<file path="config.mk">
export PLATFORM = sky130hd
export DESIGN_NAME = pipe_stage_skid_flat
export DESIGN_NICKNAME = d
export VERILOG_FILES = /design/src/rtl/pipe_stage_skid_if.sv /design/src/rtl/pipe_stage_skid.sv /design/src/flat_wrapper.sv
export SDC_FILE = /design/constraint.sdc
export NUM_CORES = 1
export LEC_CHECK = 0
export BUFFER_PORTS_ARGS = -buffer_cell sky130_fd_sc_hd__clkbuf_2
export CAP_MARGIN = 10
export CORE_MARGIN = 2
export CORE_UTILIZATION = 55
export CTS_BUF_LIST = sky130_fd_sc_hd__clkbuf_16
export DETAILED_ROUTE_END_ITERATION = 7
export GPL_ROUTABILITY_DRIVEN = 0
export PLACE_DENSITY_LB_ADDON = 0.2
export SETUP_SLACK_MARGIN = 0.4
export SLEW_MARGIN = 5
export SYNTH_ARGS = -nofsm -noshare
export SYNTH_HDL_FRONTEND = slang
export SYNTH_SLANG_ARGS = --single-unit
</file>
<file path="constraint.sdc">
create_clock -name clk -period 2.75 [get_ports clk]
set_input_delay 0.55 -clock clk [delete_from_list [all_inputs] [get_ports clk]]
set_output_delay 0.55 -clock clk [all_outputs]
set_load 0.005 [all_outputs]
</file>
<file path="src/rtl/pipe_stage_skid_if.sv">
// Valid/ready handshake bundle between two
// pipeline stages.
interface pipe_stage_skid_if #(
  parameter int DATA_W = 205
);
  logic              valid;
  logic              ready;
  logic [DATA_W-1:0] data;

  modport master (
    output valid,
    output data,
    input  ready
  );

  modport slave (
    input  valid,
    input  data,
    output ready
  );
endinterface

</file>
<file path="src/rtl/pipe_stage_skid.sv">
// Pipeline-stage register with 2-entry skid,
// registered in_ready, flush and stall counter.
module pipe_stage_skid #(
  parameter int DATA_W       = 205,
  parameter bit CLR_ON_FLUSH = 1'b1,
  parameter int STALL_CNT_W  = 16
) (
  input  logic                   clk,
  input  logic                   rst,
  pipe_stage_skid_if.slave       up,
  pipe_stage_skid_if.master      dn,
  input  logic                   flush,
  output logic [1:0]             occupancy,
  output logic [STALL_CNT_W-1:0] stall_cnt
);

  typedef enum logic [1:0] {
    EMPTY = 2'd0,
    BUSY  = 2'd1,
    FULL  = 2'd2
  } state_t;

  localparam logic [STALL_CNT_W-1:0] STALL_MAX = '1;

  state_t                 state_q;
  state_t                 state_d;
  logic [DATA_W-1:0]      main_q;
  logic [DATA_W-1:0]      main_d;
  logic [DATA_W-1:0]      skid_q;
  logic [DATA_W-1:0]      skid_d;
  logic                   in_ready_q;
  logic                   out_valid;
  logic                   in_fire;
  logic                   out_fire;
  logic [STALL_CNT_W-1:0] stall_q;

  assign out_valid = (state_q != EMPTY);
  assign in_fire   = up.valid & in_ready_q;
  assign out_fire  = out_valid & dn.ready;

  // Next state and register contents; flush beats handshake
  always_comb begin
    state_d = state_q;
    main_d  = main_q;
    skid_d  = skid_q;
    if (flush) begin
      state_d = EMPTY;
      skid_d  = '0;
      if (CLR_ON_FLUSH) begin
        main_d = '0;
      end
    end else begin
      unique case (state_q)
        EMPTY: begin
          if (in_fire) begin
            state_d = BUSY;
            main_d  = up.data;
          end
        end
        BUSY: begin
          if (in_fire && out_fire) begin
            main_d = up.data;
          end else if (in_fire) begin
            state_d = FULL;
            skid_d  = up.data;
          end else if (out_fire) begin
            state_d = EMPTY;
          end
        end
        FULL: begin
          if (out_fire) begin
            state_d = BUSY;
            main_d  = skid_q;
          end
        end
        default: begin
          state_d = EMPTY;
        end
      endcase
    end
  end

  // State, data and ready registers
  always_ff @(posedge clk) begin
    if (!rst) begin
      state_q    <= EMPTY;
      main_q     <= '0;
      skid_q     <= '0;
      in_ready_q <= 1'b1;
    end else begin
      state_q    <= state_d;
      main_q     <= main_d;
      skid_q     <= skid_d;
      in_ready_q <= (state_d != FULL);
    end
  end

  // Saturating count of stalled output cycles
  always_ff @(posedge clk) begin
    if (!rst) begin
      stall_q <= '0;
    end else if (out_valid && !dn.ready
                 && stall_q != STALL_MAX) begin
      stall_q <= stall_q + 1'b1;
    end
  end

  assign up.ready  = in_ready_q;
  assign dn.valid  = out_valid;
  assign dn.data   = main_q;
  assign occupancy = state_q;
  assign stall_cnt = stall_q;

endmodule

</file>
<file path="src/flat_wrapper.sv">
// flat-port wrapper written by rule: the top's interface ports become plain ports
module pipe_stage_skid_flat 
#(
  parameter int DATA_W       = 205,
  parameter bit CLR_ON_FLUSH = 1'b1,
  parameter int STALL_CNT_W  = 16
)
  (clk, rst, flush, occupancy, stall_cnt, up_valid, up_data, up_ready, dn_valid, dn_data, dn_ready);
  pipe_stage_skid_if #(.DATA_W(DATA_W)) up_i ();
  pipe_stage_skid_if #(.DATA_W(DATA_W)) dn_i ();
  input  logic clk;
  input  logic rst;
  input  logic flush;
  output logic [1:0] occupancy;
  output logic [STALL_CNT_W-1:0] stall_cnt;
  input wire logic [$bits(up_i.valid)-1:0] up_valid;
  input wire logic [$bits(up_i.data)-1:0] up_data;
  output wire logic [$bits(up_i.ready)-1:0] up_ready;
  output wire logic [$bits(dn_i.valid)-1:0] dn_valid;
  output wire logic [$bits(dn_i.data)-1:0] dn_data;
  input wire logic [$bits(dn_i.ready)-1:0] dn_ready;
  assign up_i.valid = up_valid;
  assign up_i.data = up_data;
  assign up_ready = up_i.ready;
  assign dn_valid = dn_i.valid;
  assign dn_data = dn_i.data;
  assign dn_i.ready = dn_ready;
  pipe_stage_skid #(.DATA_W(DATA_W), .CLR_ON_FLUSH(CLR_ON_FLUSH), .STALL_CNT_W(STALL_CNT_W)) u_core (.clk(clk), .rst(rst), .up(up_i), .dn(dn_i), .flush(flush), .occupancy(occupancy), .stall_cnt(stall_cnt));
endmodule
</file>
After elaboration in Yosys (flattened, before gate mapping) --
Cells that the tools add are included.
Word-level totals: register bits after elaboration 429, logic and storage cells 38
Operators by class: add/sub/neg operators 1, equal/unequal tests 7, muxes and demuxes 11, bitwise logic cells 4, reductions and logical operators 10
Operator list (count):
- two-way mux 205 bit | 3
- case mux 205 bit (3 select lines) | 1
- adder 16 x 1 -> 16 bit (second input constant) | 1
- inequality test 16 bit (second input constant) | 1
- two-way mux 2 bit | 6
- inequality test 2 x 1 -> 1 bit (second input constant) | 3
- case mux 2 bit (3 select lines) | 1
- AND reduction 4 bit | 1
- logical AND 1 bit | 3
- AND reduction 3 bit | 1
- nonzero test 3 bit | 1
- AND 1 bit | 2
- equality test 2 x 1 -> 1 bit (second input constant) | 1
- equality test 2 bit (second input constant) | 1
- zero test 2 bit | 1
- inequality test 2 bit (second input constant) | 1
- NOT 1 bit | 2
- nonzero test 2 bit | 1
- OR reduction 2 bit | 1
- zero test 1 bit | 1

Longest topological paths before layout --
Gate-level depths: netlist (run 1).
word-level depth 8, mapped depth 7, gate-level depth less buffers 5

Worst setup path after synthesis (run 1) --
OpenSTA, ideal clock, no wires.
path type input to register, start in dn_ready, end reg u_core.skid_q[108], library setup time 0.132 ns, arrival 1.654 ns, data required time 2.618 ns, path slack 0.964 ns, stages 7, path buffers 3, cells stage by stage nand2b_1 > or3_1 > buf_2 > buf_2 > buf_1 > nand2_1 > a21oi_1
On the way: word-level cells in the longest chain between the ends 4
Ends and longest elaborated chain:
- start: declaration | line flat_wrapper.sv:21 | input wire logic [$bits(dn_i.ready)-1:0] dn_ready;
- AND 1 bit | line pipe_stage_skid.sv:39 | assign out_fire = out_valid & dn.ready;
- logical AND 1 bit | line pipe_stage_skid.sv:61 | if (in_fire && out_fire) begin
- NOT 1 bit (no source line)
- AND reduction 3 bit (no source line)
- end signal: assignment | line pipe_stage_skid.sv:93 | skid_q <= skid_d;
- end: declaration | line pipe_stage_skid.sv:29 | logic [DATA_W-1:0] skid_q;
No other way between the ends. A chain may end at the register's enable or synchronous reset.

Final worst setup path (run 1) --
start reg u_core.state_q[0], in the netlist u_core.occupancy[0], end reg u_core.main_q[103], in the netlist u_core.dn.data[103]
On the way: word-level cells in the longest chain between the ends 5
Ends and longest elaborated chain:
- start: declaration | line pipe_stage_skid.sv:25 | state_t state_q;
- start signal: assignment | line pipe_stage_skid.sv:91 | state_q <= state_d;
- nonzero test 2 bit | line pipe_stage_skid.sv:37 | assign out_valid = (state_q != EMPTY);
- AND 1 bit | line pipe_stage_skid.sv:39
- logical AND 1 bit | line pipe_stage_skid.sv:61
- inequality test 2 x 1 -> 1 bit (no source line)
- AND reduction 4 bit (no source line)
- end signal: assignment | line pipe_stage_skid.sv:92 | main_q <= main_d;
- end: declaration | line pipe_stage_skid.sv:27 | logic [DATA_W-1:0] main_q;
Parallel ways exist; a longest one is shown, timed or not.

==> results of run 1 <==
worst register-to-register path: cells and delay by family (launching register included):
kind,cells,cell delay (ps)
buffers and inverters,2,730
AO/OA/AOI/OAI,2,520
flip-flops,1,440
AND/OR/NAND/NOR,2,350
layer usage:
| metal | track usage (%) | vias up | wire length, um |
|---|---|---|---|
| met5 | 0 | - | 0 |
| li1 | - | 7967 | - |
| met3 | 7.48 | 127 | 4110 |
| met1 | 35.1 | 7489 | 18800 |
| met2 | 45.4 | 628 | 22100 |
| met4 | 13.4 | 0 | 2240 |
registers in the layout, indices dropped and copies added (netlist names):
register,cells
u_core.dn.data,205
u_core.occupancy,2
u_core.skid_q,205
u_core.stall_cnt,16
u_core.up.ready,1
cells by family after synthesis:
kind of cell / share of synthesized area, %
AO/OA/AOI/OAI: 17.9
adder cells (fa/ha/maj): 0.0747
buffers and inverters: 4.86
flip-flops: 51.3
multiplexers: 0.598
AND/OR/NAND/NOR: 25.3
metrics by stage:
| step | instances | instance area (um2) | setup slack [ps] | utilization, % | power (uW) |
|---|---|---|---|---|---|
| 2_1_floorplan | 2153 | 16700 | 964 | - | 7160 |
| 4_1_cts | 2910 | 20500 | 514 | 68.7 | 12900 |
| 5_1_grt | 2915 | 20500 | 488 | 68.8 | 13300 |
| 3_3_place_gp | 2833 | 19200 | 604 | 64.5 | 7680 |
| 3_5_place_dp | 2833 | 19200 | 524 | 64.5 | 7710 |
| 6_report | 2918 | 20500 | 623 | 68.8 | 12800 |
how the worst min path moves through the flow:
stage	depth (start not counted)	from	end	slack, ps
after floorplan	2	u_core.skid_q[0]	u_core.skid_q[0]	440
after global placement	2	u_core.skid_q[7]	u_core.skid_q[7]	440
after detailed placement	2	u_core.skid_q[34]	u_core.skid_q[34]	450
after CTS	3	up_data[163]	u_core.skid_q[163]	230
after global routing	3	up_data[200]	u_core.skid_q[200]	250
final	3	up_data[163]	u_core.skid_q[163]	250
cells in the mapped netlist, types with 2 or more instances:
master,number
and4_1,2
nand2b_1,11
nand4_1,5
nand2_1,838
a21oi_1,214
buf_2,84
inv_1,2
dfxtp_1,429
nand3_1,6
clkbuf_1,89
mux2i_1,10
o31ai_1,3
nor2b_1,2
or4_1,3
nor2_1,209
nor4_1,4
a311oi_1,205
nor3_2,2
buf_1,12
or3_1,3
power by group:
group | total (uW) | internal, uW | switching (uW) | leakage (uW)
clock | 5250 | 2930 | 2320 | 0.000671
combinational | 1100 | 442 | 659 | 0.00422
sequential | 6480 | 6380 | 98.0 | 0.00348
cell type report:
class                      instances  area (um2)  area share (%)
tap                              390         488            2.38
sequential                       429        8590            41.9
multi-input combinational       1536        7380            36.0
antenna                            8        20.0          0.0977
inverter                           2        7.51          0.0366
clock buffer                      45        1130            5.49
timing repair buffer             476        2760            13.5
clock inverter                    32         128           0.623
cell usage in the layout, fill, tap and decap left out, drive strengths merged:
master / netlist / final
and3: 1 / 1
nand4b: 1 / 1
a211o: 1 / 1
or4: 3 / 3
o41ai: 1 / 1
o21a: 1 / 1
diode: 0 / 8
mux2i: 10 / 10
nor4: 4 / 4
clkbuf: 89 / 479
o211a: 1 / 1
nor2: 209 / 209
dfxtp: 429 / 429
o311ai: 1 / 1
nand2b: 11 / 11
and4: 2 / 2
ha: 1 / 1
o31ai: 4 / 4
a21oi: 214 / 214
nor2b: 2 / 2
a21boi: 1 / 1
clkinv: 0 / 18
nand2: 838 / 838
or3: 3 / 3
or2: 1 / 1
o21ai: 1 / 1
a211oi: 1 / 1
a41oi: 1 / 1
nand3: 6 / 6
a311oi: 205 / 205
nor3: 3 / 3
buf: 97 / 42
o22a: 1 / 1
inv: 2 / 16
o21ba: 1 / 1
nand3b: 1 / 1
nand4: 6 / 6
==> flow_summary.json, run 1 <==
{
  "yosysUniqueCellTypes": 40,
  "cp_top_family": "buffers and inverters",
  "htree_num_levels": 2,
  "grt_overflow": 0,
  "setup_viol": 0,
  "die_w_um": 179,
  "io_pins": 435,
  "avgViaCountPerCell": 5.56,
  "fillCellCount": 2548,
  "cts_buffers": 43,
  "synth_edf_count": 0,
  "syn_area_um2": 16700,
  "drtIter0Drc": 1185,
  "synth_ff_type": "dfxtp_1",
  "root_buffer": "clkbuf_16",
  "dieArea_um2": 31900,
  "grt_max_degree": 102,
  "grt_pass1_vias": 14800,
  "slowest_stage": "dfxtp_1",
  "power.density_nw_per_um2": 626,
  "p_leak_uw": 0.00838,
  "yosys.area.top_type": "dfxtp_1",
  "syn_inst": 2153,
  "startpoint": "u_core.occupancy[0]",
  "cp.arrival_ps": 2540,
  "cp-endpoint": "u_core.dn.data[103]",
  "rsz0062_at_grt": "false",
  "post_drt_wl_per_cell_um": 16.2,
  "final_hold_viol_count": 0,
  "cp_max_fo": 74,
  "hpwlAfterDp_mm": 30.5,
  "hold_class": "input port to flop",
  "path_buf_inv": 2,
  "finalNetCount": 2699,
  "worstSetupEndpointType": "flop",
  "finalCriticalPeriod_ps": 2130,
  "crit_chain": "nor2b_1 -> o31ai_4 -> buf_12 -> buf_12 -> nor2_1 -> a311oi_1",
  "num_rows": 63,
  "tns_ps": 0,
  "drive_gt1_share_pct": 21.3,
  "core_region_area_um2": 29800,
  "slew_headroom_pct": 59.7,
  "cts.repair.resized": 0,
  "cap_violations": 0,
  "start_util_pct": 56.2,
  "crit_type": "flop to flop",
  "port_buffers": 434,
  "ys_warn_count": 0,
  "drc": 0,
  "tightest_slew_ps": 601,
  "first_pass_iters": 5,
  "path_clk_slew_ps": 60,
  "clkSinkCount": 429,
  "via_count": 16200,
  "start_kind": "flop",
  "die-height_um": 179,
  "postCtsSetupBuffers": 0,
  "area_growth_pct": 22.4,
  "postCtsHoldBufs": 0,
  "crit_cells": 6,
  "worst_r2r_path_depth": 6,
  "reg2reg_slack_ps": 620,
  "async_flop_share_pct": 0,
  "r2r-start": "u_core.occupancy[0]",
  "drt.antenna.violating_nets": 0,
  "irDropWorstVdd_v": 0.000469,
  "ctsLongestPathBuffers": 3,
  "yosysSeqAreaShare_pct": 51.3,
  "finClkSkew_ps": 13.8,
  "antenna_found_initial": 7,
  "required_ps": 3170,
  "drt_wl_total_mm": 47.2,
  "timing.final.crit_share_pct": 77.3,
  "synth_seq_cells": 429,
  "synth_nets": 2364,
  "worst_path_largest_cell_delay_ps": 440,
  "hold_slack_ps": 255,
  "avgSynthCellArea_um2": 7.78,
  "netlist.area_leader.share_pct": 51.3,
  "yosys-top-cells-area": "dfxtp_1 (51%), nand2_1 (19%), a311oi_1 (11%)",
  "grt_usage_pct": 28.2,
  "crit_path_frequent_cell": "buf_12",
  "status": "finished, final reports clean",
  "clock.fmax_ghz": 0.470,
  "final_max_slew_viol_count": 0,
  "grt_pass1_wl_mm": 73.5,
  "insertion_delay_ps": 520,
  "r2r-end": "u_core.dn.data[103]",
  "tritoncts": "built"
}
(Power assumes the default switching activity.)
==> run 2, diff against run 1 <==
--- a/config.mk
+++ b/config.mk
@@ -8,7 +8,7 @@
 export BUFFER_PORTS_ARGS = -buffer_cell sky130_fd_sc_hd__clkbuf_2
 export CAP_MARGIN = 10
 export CORE_MARGIN = 2
-export CORE_UTILIZATION = 55
+export CORE_UTILIZATION = 48
 export CTS_BUF_LIST = sky130_fd_sc_hd__clkbuf_16
 export DETAILED_ROUTE_END_ITERATION = 7
 export GPL_ROUTABILITY_DRIVEN = 0
==> constraint.sdc (replaced) <==
create_clock -name clk -period 1.9 [get_ports clk]
set_input_delay 0.38 -clock clk [delete_from_list [all_inputs] [get_ports clk]]
set_output_delay 0.38 -clock clk [all_outputs]
set_load 0.005 [all_outputs]
==> flow_summary.json, run 2 (same netlist as run 1, synthesis figures left out) <==
{
  "status": "finished, final reports clean",
  "port_buffers": 434,
  "layout_common_cells": "nand2_1 (803), clkbuf_2 (434), dfxtp_1 (421), nor2_1 (198), a21oi_1 (184)",
  "finalNetCount": 2855,
  "crit_chain": "buf_4 -> nand2b_4 -> or3_4 -> buf_12 -> nand2_1 -> a21oi_1",
  "grt_pass1_wl_mm": 86.5,
  "setup_viol": 0,
  "cap_violations": 0,
  "path_buf_inv": 2,
  "root_buffer": "clkbuf_16",
  "grt_pass1_vias": 16300,
  "rsz0062_at_grt": "true",
  "grt_overflow": 0,
  "clock.fmax_ghz": 0.536,
  "io_pins": 435,
  "finalNonFillerCells": 3134,
  "path_clk_slew_ps": 60,
  "start_kind": "flop",
  "start_util_pct": 48.6,
  "cp_top_family": "simple AND/OR/NAND/NOR gates",
  "layout_commonest_cell": "nand2_1",
  "dp.cells": 2936,
  "core_region_area_um2": 34500,
  "htree_num_levels": 2,
  "post_drt_wl_per_cell_um": 19.5,
  "tns_ps": 0,
  "area_growth_pct": 44.8,
  "cp_max_fo": 85,
  "insertion_delay_ps": 560,
  "die_w_um": 191,
  "antenna_found_initial": 5,
  "final_hold_viol_count": 0,
  "power.density_nw_per_um2": 833,
  "cp.arrival_ps": 2270,
  "slowest_stage": "or3_4",
  "dieArea_um2": 36400,
  "fillCellCount": 2611,
  "finalCriticalPeriod_ps": 1870,
  "cts_buffers": 45,
  "drtIter0Drc": 1474,
  "via_count": 17800,
  "tritoncts": "built",
  "num_rows": 68,
  "clkSinkCount": 429,
  "die-height_um": 191,
  "drc": 0,
  "drt.antenna.violating_nets": 0,
  "avgViaCountPerCell": 5.67,
  "slew_headroom_pct": 59.2,
  "hpwlAfterDp_mm": 32.4,
  "final_max_slew_viol_count": 0,
  "crit_type": "flop to flop",
  "required_ps": 2300,
  "ctsLongestPathBuffers": 3,
  "grt_usage_pct": 29.9,
  "p_leak_uw": 0.0101,
  "hold_class": "input port to flop",
  "grt_max_degree": 107,
  "postCtsHoldBufs": 0,
  "finClkSkew_ps": 19.4,
  "worst_path_largest_cell_delay_ps": 520,
  "timing.final.crit_share_pct": 98.3,
  "drt_wl_total_mm": 61.1,
  "tightest_slew_ps": 612,
  "worstSetupEndpointType": "flop",
  "drive_gt1_share_pct": 30.5,
  "first_pass_iters": 5,
  "power_uw": 20200,
  "irDropWorstVdd_v": 0.000741
}
## run 2: per-stage QoR
| step | setup WS [ps] | cell area (um2) | hold WS (ps) | util [%] |
|---|---|---|---|---|
| 6_report | 32.8 | 24300 | 49.9 | 70.4 |
| 3_3_place_gp | 81.1 | 19800 | 441 | 57.4 |
| 2_1_floorplan | 377 | 16900 | 437 | - |
| 4_1_cts | 125 | 23200 | 39.8 | 67.3 |
| 5_1_grt | -29.6 | 24300 | 50.0 | 70.4 |
| 3_5_place_dp | 0.720 | 19800 | 447 | 57.4 |
## run 2: worst register-to-register path, delay by kind of cell (launching register included)
kind	cells	cell delay, ps
compound gates	1	80
flops	1	370
simple gates	3	860
buf+inv	2	410
## run 2: worst paths after layout
kind / startpoint / end / slack, ps / cells after the start
worst max-delay path: u_core.occupancy[0] / u_core.skid_q[150] / 30 / 6
worst min-delay path: up_data[196] / u_core.skid_q[196] / 50 / 3
worst max register to register: u_core.occupancy[0] / u_core.skid_q[150] / 30 / 6
worst min register to register: u_core.skid_q[198] / u_core.skid_q[198] / 450 / 2
## run 2: cell type report
class / count / area [um2] / share of cell area, %
multi-input cells: 1537 / 8040 / 33.2
clock buffers: 47 / 1180 / 4.85
diodes: 3 / 7.51 / 0.0309
well taps: 455 / 569 / 2.35
inverters: 2 / 7.51 / 0.0309
flip-flops and latches: 429 / 8600 / 35.5
repair buffers: 629 / 5640 / 23.3
clock inverters: 32 / 213 / 0.877
## run 2: power breakdown
part           total [uW]  switching (uW)  internal (uW)  leakage (uW)
sequential           9380             153           9230       0.00349
combinational        2330            1200           1130       0.00593
clock                8500            3650           4840      0.000732
## run 2: repair_timing
| item | in CTS | in global routing |
|---|---|---|
| endpoints found under the setup margin | 444 | 446 |
| pin swaps | 38 | 58 |
| buffers inserted | 38 | 22 |
| cloned | 40 | 16 |
| resized for setup | 131 | 115 |
## run 2: layer usage
layer  track usage (%)  part of all wire, %  up-vias
li1                  -                    -     8315
met1              37.7                   39     8381
met2              48.8                   48      875
met3              6.94                  9.4      195
met4              13.0                  4.5        4
met5                 0                0.043        -
==> run 3, diff against run 2 <==
--- a/config.mk
+++ b/config.mk
@@ -13,6 +13,7 @@
 export DETAILED_ROUTE_END_ITERATION = 7
 export GPL_ROUTABILITY_DRIVEN = 0
 export PLACE_DENSITY_LB_ADDON = 0.2
+export REMOVE_ABC_BUFFERS = 1
 export SETUP_SLACK_MARGIN = 0.4
 export SLEW_MARGIN = 5
 export SYNTH_ARGS = -nofsm -noshare
==> flow_summary.json, run 3 (same netlist as run 1, synthesis figures left out) <==
{
  "cp_max_fo": 11,
  "p_leak_uw": 0.0102,
  "cp_top_family": "compound AO/OA/AOI/OAI gates",
  "cts_buffers": 45,
  "via_count": 18500,
  "final_hold_viol_count": 0,
  "crit_chain": "nor2b_4 -> o31ai_4 -> buf_6 -> buf_16 -> buf_8 -> nor2_1 -> a311oi_1",
  "layout_commonest_cell": "nand2_1",
  "worstSetupEndpointType": "flop",
  "status": "finished, final reports clean",
  "drt.antenna.violating_nets": 0,
  "layout_common_cells": "nand2_1 (757), clkbuf_2 (433), dfxtp_1 (411), nor2_1 (194), a311oi_1 (161)",
  "grt_overflow": 0,
  "crit_type": "flop to flop",
  "root_buffer": "clkbuf_16",
  "register_area_um2": 8640,
  "drive_gt1_share_pct": 35.6,
  "insertion_delay_ps": 570,
  "clockPowerShare_pct": 41.1,
  "switchingPower_uw": 5140,
  "post-place-ws_ps": 0.528,
  "start_util_pct": 48.6,
  "pwr-share-seq_pct": 46.7,
  "start_kind": "flop",
  "antenna_found_initial": 2,
  "comb_power_share_pct": 12.3,
  "slowest_stage": "dfxtp_4",
  "port_buffers": 434,
  "core_region_area_um2": 34500,
  "clkSinkCount": 429,
  "hold_slack_ps": 38.4,
  "postCtsHoldBufs": 0,
  "rsz0062_at_grt": "true",
  "setup_viol": 0,
  "ctsLongestPathBuffers": 3,
  "multi_input_area_um2": 8650,
  "p_int_uw": 15000,
  "fillCellCount": 2529,
  "finalCriticalPeriod_ps": 1790,
  "p_sw_share_pct": 25.6,
  "num_rows": 68,
  "post_drt_wl_per_cell_um": 21.0,
  "dieArea_um2": 36400,
  "avgViaCountPerCell": 5.86,
  "tightest_slew_ps": 449,
  "power.density_nw_per_um2": 798,
  "hpwlAfterDp_mm": 32.8,
  "layout_setup_ws_ps": 113,
  "cp.arrival_ps": 2220,
  "worst_path_largest_cell_delay_ps": 370,
  "grt_usage_pct": 29.1,
  "final_max_slew_viol_count": 0,
  "cap_violations": 0,
  "die-height_um": 191,
  "required_ps": 2340,
  "path_clk_slew_ps": 60,
  "grt_pass1_wl_mm": 84.1,
  "path_buf_inv": 3,
  "finClkSkew_ps": 29.9,
  "htree_num_levels": 2,
  "grt_pass1_vias": 16100,
  "grt_max_degree": 82,
  "tritoncts": "built",
  "slew_headroom_pct": 70.0,
  "drt_wl_total_mm": 66.5,
  "timing.final.crit_share_pct": 94.1,
  "clock.fmax_ghz": 0.559,
  "finalNetCount": 2879,
  "io_pins": 435,
  "irDropWorstVdd_v": 0.000648,
  "drc": 0,
  "hold_class": "input port to flop",
  "drtIter0Drc": 1779,
  "die_w_um": 191,
  "area_growth_pct": 50.5,
  "tns_ps": 0,
  "first_pass_iters": 6
}
-- run 3: what timing repair did --
item,CTS,global route
endpoints found under the setup margin,442,444
setup buffers,40,20
resized for setup,92,358
pin swaps,26,125
cloned,23,49
-- run 3: per-layer routing --
| layer | GRT usage, % | share of wire [%] | vias up |
|---|---|---|---|
| li1 | - | - | 8371 |
| met1 | 36.3 | 38 | 8838 |
| met2 | 47.9 | 46 | 1075 |
| met3 | 6.05 | 11 | 246 |
| met4 | 13.8 | 5.1 | 0 |
| met5 | 0 | 0 | - |
-- run 3: per-stage QoR --
stage	instances	util (%)	total power, uW	cell area [um2]
6_report	3162	73.1	20100	25200
5_1_grt	3160	73.1	20700	25200
4_1_cts	3089	65.4	19700	22500
3_5_place_dp	2944	57.5	11200	19800
3_3_place_gp	2944	57.5	11200	19800
2_1_floorplan	1967	-	10500	15900
-- run 3: worst paths after layout --
path / start / end / slack [ps] / cells past startpoint
worst max-delay path: u_core.occupancy[0] / u_core.dn.data[109] / 110 / 7
worst min-delay path: up_data[73] / u_core.skid_q[73] / 40 / 3
worst max register to register: u_core.occupancy[0] / u_core.dn.data[109] / 110 / 7
worst min register to register: u_core.skid_q[31] / u_core.skid_q[31] / 450 / 2
-- run 3: tightest hold or removal path, cell delays in order --
cell      delay, ps
clkbuf_2         90
nand2_1          50
a21oi_1          50
-- run 3: layout make-up --
class / instances / share of cell area, %
multi-input combinational: 1536 / 34.3
sequential: 429 / 34.3
timing repair buffer: 654 / 23.7
clock buffer: 47 / 4.67
tap: 455 / 2.26
clock inverter: 35 / 0.705
antenna: 4 / 0.0397
inverter: 2 / 0.0298
-- run 3: power by group through the flow --
stage	Sequential [uW]	Combinational [uW]	Clock [uW]
after floorplan	9570	945	0
after global placement	9570	1630	0
after detailed placement	9570	1660	0
after CTS	9380	2050	8260
after global routing	9400	2620	8680
final	9380	2470	8250
